===== src/rtl/ascii_dec_pkg.sv =====
`default_nettype none
// ============================================================================
// Module   : ascii_dec_pkg
// Purpose  : Shared FSM state encoding and ASCII constants for the
//            ASCII-decimal accumulator.
// Revision : 1.0 - initial release
// ============================================================================
package ascii_dec_pkg;

  // Converter FSM states
  typedef enum logic [1:0] {
    IDLE  = 2'd0,
    ACCUM = 2'd1,
    FLUSH = 2'd2,
    DONE  = 2'd3
  } state_t;

  localparam logic [7:0] ASCII_0  = 8'h30;
  localparam logic [7:0] ASCII_9  = 8'h39;
  localparam logic [7:0] ASCII_CR = 8'h0D;

endpackage
`default_nettype wire


===== src/rtl/ascii_digit_classify.sv =====
`default_nettype none
// ============================================================================
// Module   : ascii_digit_classify
// Purpose  : Combinational character classifier: decimal digit (with its
//            value) or terminator. Anything else is a bad character.
// Revision : 1.0 - initial release
// ============================================================================
module ascii_digit_classify
  import ascii_dec_pkg::*;
#(
  parameter logic [7:0] TERM_CHAR = ASCII_CR
) (
  input  logic [7:0] i_ascii_in,
  output logic       o_is_digit,
  output logic [3:0] o_digit,
  output logic       o_is_term
);

  logic [7:0] w_offset;

  // Range check against '0'..'9'; the digit value is the offset from '0'
  always_comb begin
    w_offset   = i_ascii_in - ASCII_0;
    o_is_digit = (i_ascii_in >= ASCII_0) && (i_ascii_in <= ASCII_9);
    o_digit    = w_offset[3:0];
    o_is_term  = (i_ascii_in == TERM_CHAR);
  end

endmodule
`default_nettype wire


===== src/rtl/ascii_dec_accumulator.sv =====
`default_nettype none
// ============================================================================
// Module   : ascii_dec_accumulator
// Purpose  : Serial ASCII-decimal to binary converter. Accumulates digits as
//            value*10 + digit and emits one registered result, with an error
//            flag, each time the terminator character is received.
// Revision : 1.0 - initial release
// ============================================================================
module ascii_dec_accumulator
  import ascii_dec_pkg::*;
#(
  parameter int         OUT_W      = 20,
  parameter int         MAX_DIGITS = 5,
  parameter logic [7:0] TERM_CHAR  = 8'h0D
) (
  input  logic                              clk,
  input  logic                              rst_n,
  input  logic [7:0]                        i_ascii_in,
  input  logic                              i_ascii_valid,
  output logic                              o_ascii_ready,
  output logic [OUT_W-1:0]                  o_bin_out,
  output logic                              o_bin_valid,
  input  logic                              i_bin_ready,
  output logic                              o_error,
  output logic [$clog2(MAX_DIGITS+1)-1:0]   o_digit_count
);

  localparam int CW = $clog2(MAX_DIGITS + 1);
  // Four guard bits so acc*10+9 never wraps before the range check
  localparam int AW = OUT_W + 4;
  localparam logic [AW-1:0] MAX_VAL = {4'b0000, {OUT_W{1'b1}}};
  localparam logic [CW-1:0] MAX_CNT = CW'(MAX_DIGITS);
  localparam logic [CW-1:0] CNT_ONE = CW'(1);

  state_t          r_state;
  logic [AW-1:0]   r_acc;
  logic [CW-1:0]   r_count;

  logic            w_is_digit;
  logic [3:0]      w_digit;
  logic            w_is_term;
  logic            w_xfer;
  logic [AW-1:0]   w_mul10;
  logic [AW-1:0]   w_sum;
  logic            w_ovf;

  ascii_digit_classify #(
    .TERM_CHAR (TERM_CHAR)
  ) u_classify (
    .i_ascii_in (i_ascii_in),
    .o_is_digit (w_is_digit),
    .o_digit    (w_digit),
    .o_is_term  (w_is_term)
  );

  // Handshake, shift-add times-ten and overflow detection on the full-width sum
  always_comb begin
    o_ascii_ready = (r_state != DONE);
    w_xfer        = i_ascii_valid && o_ascii_ready;
    w_mul10       = (r_acc << 3) + (r_acc << 1);
    w_sum         = w_mul10 + AW'(w_digit);
    w_ovf         = (r_count == MAX_CNT) || (w_sum > MAX_VAL);
  end

  // Converter FSM with accumulator and registered result outputs
  always_ff @(posedge clk or negedge rst_n) begin
    if (!rst_n) begin
      r_state       <= IDLE;
      r_acc         <= '0;
      r_count       <= '0;
      o_bin_out     <= '0;
      o_bin_valid   <= 1'b0;
      o_error       <= 1'b0;
      o_digit_count <= '0;
    end else begin
      case (r_state)
        IDLE: begin
          if (w_xfer) begin
            if (w_is_digit) begin
              r_acc   <= AW'(w_digit);
              r_count <= CNT_ONE;
              r_state <= ACCUM;
            end else if (!w_is_term) begin
              r_state <= FLUSH;
            end
            // A terminator here is an empty line and is dropped silently
          end
        end

        ACCUM: begin
          if (w_xfer) begin
            if (w_is_digit) begin
              if (w_ovf) begin
                r_state <= FLUSH;
              end else begin
                r_acc   <= w_sum;
                r_count <= r_count + CNT_ONE;
              end
            end else if (w_is_term) begin
              o_bin_out     <= r_acc[OUT_W-1:0];
              o_error       <= 1'b0;
              o_digit_count <= r_count;
              o_bin_valid   <= 1'b1;
              r_state       <= DONE;
            end else begin
              r_state <= FLUSH;
            end
          end
        end

        FLUSH: begin
          // Count is frozen at the failure point; only the terminator matters
          if (w_xfer && w_is_term) begin
            o_bin_out     <= '0;
            o_error       <= 1'b1;
            o_digit_count <= r_count;
            o_bin_valid   <= 1'b1;
            r_state       <= DONE;
          end
        end

        DONE: begin
          if (i_bin_ready) begin
            o_bin_valid <= 1'b0;
            r_acc       <= '0;
            r_count     <= '0;
            r_state     <= IDLE;
          end
        end

        default: r_state <= IDLE;
      endcase
    end
  end

endmodule
`default_nettype wire


===== config.mk =====
export PLATFORM = sky130hd
export DESIGN_NAME = ascii_dec_accumulator
export DESIGN_NICKNAME = d
export VERILOG_FILES = /design/src/rtl/ascii_dec_pkg.sv /design/src/rtl/ascii_digit_classify.sv /design/src/rtl/ascii_dec_accumulator.sv
export SDC_FILE = /design/constraint.sdc
export NUM_CORES = 1
export LEC_CHECK = 0
export CAP_MARGIN = 25
export CORE_ASPECT_RATIO = 1.75
export CORE_MARGIN = 2
export CORE_UTILIZATION = 45
export CTS_CLUSTER_DIAMETER = 80
export DETAILED_ROUTE_END_ITERATION = 12
export PLACE_DENSITY = 0.69
export SLEW_MARGIN = 20
export SYNTH_ARGS = -nofsm -noshare
export SYNTH_HDL_FRONTEND = slang
export SYNTH_SLANG_ARGS = --single-unit

===== constraint.sdc =====
create_clock -name clk -period 2.95 [get_ports clk]
set_input_delay 0.59 -clock clk [delete_from_list [all_inputs] [get_ports clk]]
set_output_delay 0.59 -clock clk [all_outputs]
set_load 0.05 [all_outputs]

Word-level counts from Yosys, hierarchy flattened
Index checks and enable logic that the tools add are counted.
Widths: inputs -> output; s select.
Word-level totals
  flip-flop bits (word level): 53
  input port bits: 12
  output and inout port bits: 26
  word-level logic and storage cells: 87
Cells by class
  $add $sub $neg: 4
  $lt $le $gt $ge: 3
  equal/unequal tests: 17
  muxes and demuxes: 44
  reduce and logical (&&, ||, !) cells: 12
Operators by type and width (number)
  $mux 23: 6
  $mux 20: 4
  $pmux 23 s3: 1
  $pmux 20 s2: 1
  $mux 3: 10
  $add 24x24->24: 1
  $add 24x4->24: 1
  $gt 24x20->1 const B: 1
  $mux 2: 8
  $ne 2x2->1 const B: 8
  $reduce_and 6->1: 2
  $mux 1: 9
  $pmux 3 s3: 1
  $eq 8x4->1 const B: 1
  $ge 8x6->1 const B: 1
  $le 8x6->1 const B: 1
  $pmux 2 s4: 1
  $reduce_and 7->1: 1
  $pmux 3 s2: 1
  $reduce_bool 3->1: 2
  $reduce_and 5->1: 1
  $eq 2x2->1 const B: 2
  $ne 2x1->1 const B: 2
  $sub 4x1->4 const B: 1
  other kinds (11): 13

Logic depth before layout (Yosys ltp)
Gate-level depths: netlist of run 1.
  word-level depth: 8
  depth in mapped cells: 14

Modules after synthesis
From an unflattened synthesis of run 1, not the netlist that was laid out.
Unflattened totals
  cell total of the unflattened synthesis: 478
  area, all modules: 4165.2 um^2
Modules (own cells, without submodules)
  ascii_dec_accumulator: times used 1, cells an instance 469, area an instance 4092.7 um^2, sequential area each 1326.3 um^2
  ascii_digit_classify: times used 1, cells an instance 9, area an instance 72.6 um^2, sequential area each 0.0 um^2

Worst setup path before layout of run 1
OpenSTA, ideal clock, no wires.
  path type: input-to-reg
  start point: in i_ascii_in[3]
  end point: reg r_count[1]
  setup time: 0.120 ns
  arrival time: 3.302 ns
  data required time: 2.830 ns
  setup slack: -0.472 ns
  cell stages on the path: 12
  buffers on the path: 1
  cells stage by stage: inv_1 > fa_1 > fa_1 > nor2b_1 > o2111a_1 > o311a_2 > o221ai_2 > and3_4 > nor4b_4 > a21oi_2 > buf_6 > a22o_4
Between the ends
  cells in the longest elaborated chain, start to end: 6
Ends and longest elaborated chain
  start: declaration: line ascii_dec_accumulator.sv:18  | input logic [7:0] i_ascii_in,
  $sub 4x1->4: line ascii_digit_classify.sv:23  | w_offset = i_ascii_in - ASCII_0;
  $add 24x4->24: line ascii_dec_accumulator.sv:61  | w_sum = w_mul10 + AW'(w_digit);
  $gt 24x20->1: line ascii_dec_accumulator.sv:62  | w_ovf = (r_count == MAX_CNT) || (w_sum > MAX_VAL);
  $logic_or 1x1->1: line ascii_dec_accumulator.sv:62
  $ne 2x2->1 (no source line)
  $reduce_and 7->1 (no source line) *
  end signal: assignment: line ascii_dec_accumulator.sv:97  | r_count <= r_count + CNT_ONE;
  end: declaration: line ascii_dec_accumulator.sv:37  | logic [CW-1:0] r_count;
Mark *: on every way between the ends. The rest lies on a longest branch, timed or not.
A chain may end at the register's enable or synchronous reset.

Worst setup path in the final report of run 1
  start point: reg r_acc[2]
  end point: reg r_acc[17]
Between the ends
  cells in the longest elaborated chain, start to end: 6
Ends and longest elaborated chain
  start: declaration: line ascii_dec_accumulator.sv:36  | logic [AW-1:0] r_acc;
  start signal: assignment: line ascii_dec_accumulator.sv:80  | r_acc <= AW'(w_digit);
  start signal: assignment: line ascii_dec_accumulator.sv:96  | r_acc <= w_sum;
  $add 24x24->24 *: line ascii_dec_accumulator.sv:60  | w_mul10 = (r_acc << 3) + (r_acc << 1);
  $add 24x4->24 *: line ascii_dec_accumulator.sv:61
  $gt 24x20->1 or $mux 23 (tied branches): line ascii_dec_accumulator.sv:62, ascii_dec_accumulator.sv:93
  $logic_or 1x1->1 or $mux 23 (tied branches): line ascii_dec_accumulator.sv:62, ascii_dec_accumulator.sv:92
  $ne 2x2->1 (no source line) or $mux 23 (tied branches)
  $reduce_and 7->1 (no source line) or $pmux 23 s3 (tied branches)
Mark *: on every way between the ends. The rest lies on a longest branch, timed or not. The select of a mux whose other input is x is not followed.

==> metrics, run 1 <==
outcome complete, but fails checks; failing checks setup timing; Max Fanout on Critical Path 6; Worst-Margin Slew 0.548 ns; CTS root buf clkbuf_16; Detail Route Antenna Nets 0; Distinct cells, synth 64; CTS tree yes; total power draw 3.96 mW; unrepaired setup endpoints after global routing true; Gate Count Post-Synth 392; CTS Buf Count 5; GR Util met2 46.2%; Top-Level Pins 38; total die area 9310 um^2; global route hottest layer met2; setup ws final -0.605 ns; type of origin of the critical path flop; P_leak 2.71 nW; fill count 610; Syn Area/Cell 9.79 um^2; M1 GR Usage 28.7%; Netlist Area Pre-Place 3840 um^2; CP Class reg2reg; pwr/cell area 710 nW/um^2; met3 usage 2.80%; largest net degree at the start of global routing 47; Vias/cell 5.48; crit path time final 3.55 ns; slew margin rel. 63.4%; ratio of cells with drive above 1 in the final layout 33.0%; dpl ws -1.13 ns; Area Growth Syn to Fin 45.2%; # DRC 0; WL/cell 17.2 um; final-stage net count 599; Slew Limit Fails 0; final hold vios 0; Final Hold Slack 0.192 ns; final global-route overflow total 0; sequential cell area 1330 um^2; dominant synthesized flop cell dfrtp_1; clk_lat worst skew 0.30 ns; # port buffers 37; clock slew at reported path FFs 0.07 ns; GP Congestion 0.912; # Max-Cap Violations 0; drt total wl 11200 um; vias 3575; EDFF count, synth 0; initial drt markers 159; Yosys Warn Count 0; sequential area share after synthesis 34.6%; Rows 44; Hold WC Path Type in2async; initial core utilization 46.2%; syn_nets 455; maximum VDD drop 0.848 mV; critical path arrival 3.74 ns; count of final setup violators 28; commonest non-fill, non-tap cell in the layout buf_4; most frequent cells in the layout buf_4 (102), dfrtp_1 (53), ha_1 (44), nand2_1 (40); ys async rst share 100%; Crit. End Element flop; Chip Width 73.8 um; clk buf depth 2; chip height 126 um; GRT Total Usage 25.4%; clk sinks 53; vias in the first global route 3740; worst clock skew 0.00612 ns; Floorplan Core Area 8310 um^2; first-pass GRT wire length 18400 um; initial antenna violation count 0; Pre-antenna DRT Iters 4; dpl hpwl 7730 um; WP data required 3.14 ns; Achievable Freq 281 MHz; H-tree depth 2; synthesis-stage register bit count 53; area of the multi-input gates 2530 um^2; Tcrit/Tclk final 120%; total negative slack -15.39 ns; ANT cells 0
-- registers in the layout, summed over array words and instances, names as in the netlist --
register	flops
o_bin_out	20
o_bin_valid	1
o_digit_count	3
o_error	1
r_acc	23
r_count	3
r_state	2
-- what timing repair did --
action,4_1_cts,5_1_grt
pin swaps,24,18
cloned,3,1
gates resized for setup,39,14
setup endpoints to repair,28,29
setup buffers,30,3
hold buffers,0,0
-- area by class of cell --
class / count / share of cell area [%]
well taps: 115 / 2.58
inverters: 19 / 1.41
flip-flops and latches: 53 / 23.8
repair buffers: 153 / 24.1
multi-input cells: 304 / 45.5
clock buffers: 6 / 2.31
clock inverters: 2 / 0.269
-- per-stage QoR --
step / cell area [um^2] / instances / utilization, %
4_1_cts: 5510 / 654 / 66.3
3_5_place_dp: 4970 / 613 / 59.8
3_3_place_gp: 4970 / 613 / 59.8
5_1_grt: 5570 / 652 / 67.0
2_1_floorplan: 3930 / 392 / -
6_report: 5570 / 652 / 67.0
-- report_power, final --
| part | total [mW] | internal [mW] | switching [mW] |
|---|---|---|---|
| registers | 0.910 | 0.824 | 0.0858 |
| logic | 2.45 | 1.21 | 1.25 |
| clock network | 0.592 | 0.315 | 0.276 |
-- cells by family after synthesis --
| kind of cell | share of synthesized area, % |
|---|---|
| xor+xnor | 3.42 |
| fa+ha+maj | 17.0 |
| simple gates | 14.7 |
| mux | 3.06 |
| flops | 34.6 |
| buf+inv | 5.22 |
| compound gates | 22.0 |
-- routing by layer --
layer,share of wire (%),vias to the layer above
met5,0,-
met4,4.0,0
met3,3.0,38
met2,55,80
met1,38,1729
li1,-,1728
-- critical path, cell delays in order (launching register included) --
cell	delay, ns
dfrtp_1	0.37
inv_2	0.06
fa_2	0.60
fa_2	0.27
nor2b_4	0.06
o2111a_2	0.28
buf_6	0.13
o31ai_4	0.19
a21oi_2	0.09
or4_4	0.46
a211oi_4	0.31
a21oi_4	0.10
buf_6	0.16
buf_6	0.13
a22o_1	0.23
-- synthesized netlist by cell type, types with 3 or more instances --
| master | instances | area [um^2] |
|---|---|---|
| a21oi_1 | 24 | 120 |
| a22o_1 | 14 | 123 |
| a31oi_1 | 4 | 25.0 |
| a32o_1 | 3 | 30.0 |
| and2_1 | 3 | 18.8 |
| buf_6 | 4 | 45.0 |
| clkbuf_1 | 7 | 26.3 |
| dfrtp_1 | 53 | 1330 |
| ha_1 | 49 | 613 |
| inv_1 | 19 | 71.3 |
| mux2_2 | 5 | 56.3 |
| mux2i_1 | 5 | 50.1 |
| nand2_1 | 40 | 150 |
| nand2b_1 | 20 | 125 |
| nand3_1 | 6 | 30.0 |
| nor2_1 | 11 | 41.3 |
| nor2b_1 | 4 | 25.0 |
| nor3_1 | 4 | 20.0 |
| o211ai_1 | 3 | 22.5 |
| o21a_1 | 5 | 37.5 |
| o21ai_0 | 33 | 165 |
| o21bai_1 | 3 | 22.5 |
| o31ai_1 | 3 | 22.5 |
| or3_1 | 4 | 25.0 |
| xnor2_1 | 10 | 87.6 |
| xor2_1 | 5 | 43.8 |
-- final timing paths --
kind                              start               end  slack (ns)  depth (start not counted)
setup / recovery               r_acc[2]         r_acc[17]       -0.60                         14
hold / removal                    rst_n         r_acc[18]        0.19                          1
setup reg to reg               r_acc[2]         r_acc[17]       -0.60                         14
hold reg to reg            o_bin_out[8]      o_bin_out[8]        0.48                          2
max in group asynchronous         rst_n  o_digit_count[0]        2.09                          2
min in group clk           o_bin_out[8]      o_bin_out[8]        0.48                          2
Power figures use the tool's default switching activity.
==> run 2, diff against run 1 <==
REMOVE_ABC_BUFFERS = 1   (was default)
==> metrics, run 2 (synthesized netlist as in run 1, its figures left out) <==
outcome complete, but fails checks; failing checks setup timing; clk sinks 53 (unchanged); vias 3504 (-2.0%); largest net degree at the start of global routing 28 (-40%); GRT Total Usage 23.1% (-2.4 points); clock slew at reported path FFs 0.07 ns (about the same); cell area after layout 5370 um^2 (-3.6%); sequential share of power 24.9% (+1.9 points); vias in the first global route 3631 (-2.9%); Tcrit/Tclk final 120% (-0.79 points); Gate power share 58.1% (-3.9 points); Detail Route Antenna Nets 0 (unchanged); P_leak 2.61 nW (-3.7%); CTS tree yes; dpl hpwl 7100 um (-8.2%); initial antenna violation count 0 (unchanged); worst path bufs/invs 4 (unchanged); critical path arrival 3.72 ns (-0.02 ns); H-tree depth 2 (unchanged); first-pass GRT wire length 16800 um (-8.9%); ratio of cells with drive above 1 in the final layout 30.1% (-2.8 points); setup ws final -0.581 ns (+0.0232 ns); Int Pwr 2.17 mW (-7.5%); drt total wl 10400 um (-7.3%); Biggest register r_acc; initial drt markers 212 (+33%); CP peak stage delay 0.46 ns (-0.14 ns); most frequent cells in the layout buf_4 (84), dfrtp_1 (52), ha_1 (46), nand2_1 (40); clk buf depth 2 (unchanged); sw frac 40.6% (-0.10 points); Chip Width 73.8 um (unchanged); commonest non-fill, non-tap cell in the layout buf_4; max FFs per register 23 (unchanged); WP data required 3.14 ns (about the same); Slew Limit Fails 0 (unchanged); CP Class reg2reg; Area Growth Syn to Fin 39.9%; Placed Area 4810 um^2 (-3.1%); ANT cells 0 (unchanged); worst clock skew 0.00753 ns (+0.00142 ns); Rows 44 (unchanged); total negative slack -14.83 ns (+0.553 ns); Slowest cell on crit path dfrtp_2; Crit. End Element flop; NetSw 1.48 mW (-7.9%); Max Fanout on Critical Path 4 (-2); Clk pwr share 17.0% (+2.0 points); final-stage net count 580 (-3.2%); slew margin rel. 56.3% (-7.0 points); final global-route overflow total 0 (unchanged); final hold vios 0 (unchanged); Pre-antenna DRT Iters 4 (unchanged); Largest delay share family, worst path adder cells; unrepaired setup endpoints after global routing true; # Max-Cap Violations 0 (unchanged); WL/cell 16.4 um (-4.5%); maximum VDD drop 0.678 mV (-20%); count of final setup violators 28 (unchanged); CTS root buf clkbuf_16; clk_lat worst skew 0.30 ns (about the same); CTS Buf Count 5 (unchanged); crit path time final 3.53 ns (-0.0232 ns); Achievable Freq 283 MHz (+0.66%); GP Congestion 0.881 (-3.5%); pwr/cell area 680 nW/um^2 (-4.2%); Critical Path, Cell by Cell ha_4 > ha_4 > inv_2 > fa_2 > nor2b_2 > o2111a_2 > buf_6 > o311a_4 > o221ai_4 > and3_4 > nor4b_4 > buf_4 > buf_4 > a31oi_4 > mux2_4; fill count 672 (+10%); # DRC 0 (unchanged); # port buffers 37 (unchanged); type of origin of the critical path flop; chip height 126 um (unchanged); Vias/cell 5.54 (+0.96%); biggest regs r_acc (23), o_bin_out (20); Top-Level Pins 38 (unchanged); Floorplan Core Area 8310 um^2 (unchanged); total die area 9310 um^2 (unchanged); Worst-Margin Slew 0.655 ns (+0.107 ns); Hold WC Path Type in2async; total power draw 3.65 mW (-7.6%); initial core utilization 46.2% (unchanged)
[run 2: cell count changes in the layout (fill, tap and decap cells not counted), moves of 2 or more]
cell        previous run  this run
and2_1                 0         3
and2_4                 3         0
buf_2                  1         3
buf_4                102        84
buf_6                 10         7
buf_8                  0         2
clkbuf_8               0         2
clkinvlp_4             2         0
ha_1                  44        46
ha_4                   4         2
mux2_2                 2         5
mux2_4                 4         1
nor2_2                 0         2
[run 2: path summary, 6_finish.rpt]
path / slack [ns] / startpoint / to / cells past startpoint
max reg2reg: -0.58 / r_acc[1] / r_state[0] / 15
max: -0.58 / r_acc[1] / r_state[0] / 15
min: 0.32 / rst_n / o_error / 1
min in group clk: 0.47 / o_bin_out[5] / o_bin_out[5] / 2
min reg2reg: 0.47 / o_bin_out[5] / o_bin_out[5] / 2
max in group asynchronous: 2.04 / rst_n / r_acc[16] / 2
[run 2: area by class of cell]
cell class	instances	area, um^2	share of cell area [%]
Inverter	19	71.3	1.33
Clock buffer	7	153	2.84
Timing Repair Buffer	134	1190	22.1
Sequential cell	53	1330	24.7
Tap cell	115	144	2.68
Clock inverter	1	5.00	0.0932
Multi-Input combinational cell	304	2480	46.2
[run 2: power by group through the flow]
stage	Combinational (mW)	Clock, mW	Sequential (mW)
5_1_grt	2.28	0.662	0.920
4_1_cts	1.96	0.635	0.905
3_3_place_gp	1.75	0	0.907
3_5_place_dp	1.79	0	0.913
6_report	2.12	0.623	0.910
2_1_floorplan	0.954	0	1.04
[run 2: through the flow]
step                setup WS (ns)  hold slack (ns)  utilization [%]  std cells
floorplan                  -0.809            0.294                -        376
global placement            -1.10            0.460             57.9        604
detailed placement          -1.24            0.469             57.9        604
CTS                        -0.477            0.341             63.6        631
global route               -0.711            0.364             64.6        633
finish                     -0.581            0.318             64.6        633
[run 2: layer usage]
layer | up-vias | global-route usage, % | part of all wire [%]
met2 | 101 | 41.3 | 55
met4 | 0 | 14.5 | 6.7
met5 | - | 0 | 0
met1 | 1660 | 24.0 | 36
met3 | 56 | 3.36 | 2.4
li1 | 1687 | - | -
[run 2: repair_timing]
item,4_1_cts,5_1_grt
hold buffers,0,0
endpoints found under the setup margin,28,28
buffers inserted,17,2
gates cloned,2,1
pin swaps,18,6
gates resized for setup,40,19
[run 2: worst reg2reg max path: stages, from the launching register on]
cell and delay [ns]:
dfrtp_2 0.46, ha_4 0.29, ha_4 0.12, inv_2 0.05
fa_2 0.41, nor2b_2 0.16, o2111a_2 0.26, buf_6 0.11
o311a_4 0.17, o221ai_4 0.12, and3_4 0.21, nor4b_4 0.32
buf_4 0.19, buf_4 0.13, a31oi_4 0.10, mux2_4 0.32
==> run 3, diff against run 2 <==
CAP_MARGIN = 40   (was 25)
PLACE_DENSITY = 0.66   (was 0.69)
clock period = 3.79 ns   (was 2.95 ns; I/O delays follow)
==> metrics, run 3 (synthesized netlist as in run 1, its figures left out) <==
initial core utilization 46.2% (unchanged); Int Pwr 1.51 mW (-30%); DR WL met3 236 um (-4.5%); worst r2r path cells 13 (-2); chip height 126 um (unchanged); P_leak 2.29 nW (-13%); clock slew at reported path FFs 0.07 ns (about the same); Floorplan Core Area 8310 um^2 (unchanged); Hold WC Path Type in2async; Crit. End Element flop; initial antenna violation count 0 (unchanged); clk_lat worst skew 0.30 ns (about the same); NetSw 1.06 mW (-28%); fill count 730 (+8.6%); # DRC 0 (unchanged); Worst-Margin Slew 0.567 ns (-0.0882 ns); WP data required 4.03 ns (+0.89 ns); CTS Buf Count 5 (unchanged); Placed Area 4470 um^2 (-7.2%); CTS tree yes; sequential cell area 1330 um^2 (about the same); WL/cell 16.1 um (-1.9%); Vias/cell 5.60 (+1.1%); Max Used Layer met4; most frequent cells in the layout dfrtp_1 (53), ha_1 (47), nand2_1 (40), o21ai_0 (33), clkdlybuf4s50_1 (33); worst reg2reg path startpoint r_acc[0]; Tcrit/Tclk final 96.8%; Area Growth Syn to Fin 26.0%; final global-route overflow total 0 (unchanged); Slew Limit Fails 0 (unchanged); dpl hpwl 6640 um (-6.4%); GP Congestion 0.910 (+3.3%); outcome finished, final reports clean; Crit Reg-Reg Endpoint r_acc[16]; Max Fanout on Critical Path 4 (unchanged); FF-to-FF setup slack 0.28 ns (+0.86 ns); type of origin of the critical path input port; Pre-antenna DRT Iters 4 (unchanged); count of final setup violators 0 (-100%); initial drt markers 112 (-47%); # Max-Cap Violations 0 (unchanged); slew margin rel. 61.9% (+5.5 points); Chip Width 73.8 um (unchanged); maximum VDD drop 0.584 mV (-14%); clk sinks 53 (unchanged); Rows 44 (unchanged); largest net degree at the start of global routing 28 (unchanged); Achievable Freq 273 MHz; Biggest register r_acc; Detail Route Antenna Nets 0 (unchanged); GRT Total Usage 21.3% (-1.7 points); worst clock skew 0.00606 ns (-0.00148 ns); total die area 9310 um^2 (unchanged); dpl ws -0.595 ns (+0.646 ns); final-stage net count 517 (-11%); Clk pwr share 19.0% (+2.0 points); vias 3191 (-8.9%); biggest regs r_acc (23), o_bin_out (20); ANT cells 0 (unchanged); cell area after layout 4830 um^2 (-10%); sequential share of power 27.2% (+2.3 points); drt total wl 9190 um (-12%); critical path arrival 3.91 ns (+0.19 ns); final hold vios 0 (unchanged); CP Class in2reg; pwr/cell area 534 nW/um^2 (-22%); max FFs per register 23 (unchanged); first-pass GRT wire length 15600 um (-6.8%); WL met2 5130 um (-10%); ratio of cells with drive above 1 in the final layout 18.2% (-12 points); H-tree depth 2 (unchanged); crit path time final 3.67 ns; clk buf depth 2 (unchanged); Gate power share 53.8% (-4.3 points); commonest non-fill, non-tap cell in the layout dfrtp_1; setup ws final 0.121 ns (+0.703 ns); vias in the first global route 3374 (-7.1%); sw frac 41.3% (+0.70 points); CTS root buf clkbuf_16; area of the multi-input gates 2430 um^2 (-2.3%); Top-Level Pins 38 (unchanged); # port buffers 37 (unchanged); M1 wire length 3530 um (-6.4%)
## run 3: how the worst max path moves through the flow
stage	start	to	slack, ns
after floorplan	i_ascii_in[3]	r_acc[1]	-0.14
after CTS	i_ascii_in[1]	r_acc[5]	0.04
after global routing	i_ascii_in[2]	r_acc[15]	-0.003
after global placement	i_ascii_in[3]	r_count[2]	-0.53
after detailed placement	i_ascii_in[3]	r_count[2]	-0.59
final	i_ascii_in[2]	r_acc[16]	0.12
## run 3: critical path: stages
cell,delay (ns)
dlygate4sd2_1,0.25
ha_1,0.30
ha_2,0.19
inv_2,0.04
fa_2,0.35
nor2b_2,0.15
o2111a_2,0.29
o311a_4,0.22
o221ai_4,0.10
and3_4,0.17
nor4b_4,0.38
and4bb_4,0.37
buf_12,0.12
buf_16,0.10
a22o_1,0.11
## run 3: what timing repair did
action / in CTS / in global routing
pin swaps: 9 / 10
gates cloned: 2 / 0
resized for setup: 23 / 11
endpoints found under the setup margin: 28 / 21
buffers inserted: 4 / 0
hold buffers: 0 / 0
## run 3: area by class of cell
type | instances | share of cell area [%]
clock buffer | 7 | 3.16
clock inverter | 1 | 0.104
multi-input combinational | 304 | 50.2
inverter | 19 | 1.48
sequential | 53 | 27.4
timing repair buffer | 71 | 14.6
tap | 115 | 2.98
## run 3: through the flow
| stage | setup TNS, ns | utilization, % | hold WS (ns) | total power, mW | instances |
|---|---|---|---|---|---|
| final | 0 | 58.1 | 0.359 | 2.58 | 570 |
| after global routing | -0.00426 | 58.1 | 0.378 | 2.76 | 570 |
| after floorplan | -0.410 | - | 0.458 | 1.55 | 376 |
| after detailed placement | -14.29 | 53.7 | 0.469 | 2.05 | 556 |
| after CTS | 0 | 57.8 | 0.366 | 2.58 | 570 |
| after global placement | -12.58 | 53.5 | 0.460 | 2.03 | 555 |
## run 3: power by group through the flow
stage	sequential, mW	clock, mW	combinational [mW]
after global placement	0.708	0	1.32
after detailed placement	0.711	0	1.34
after floorplan	0.806	0	0.743
after global routing	0.709	0.526	1.52
after CTS	0.700	0.507	1.38
final	0.701	0.491	1.39
## run 3: metal layers
metal / GRT usage [%] / vias up
met5: 0 / -
met1: 22.8 / 1533
met3: 2.96 / 22
met2: 38.9 / 82
met4: 11.0 / 0
li1: - / 1554
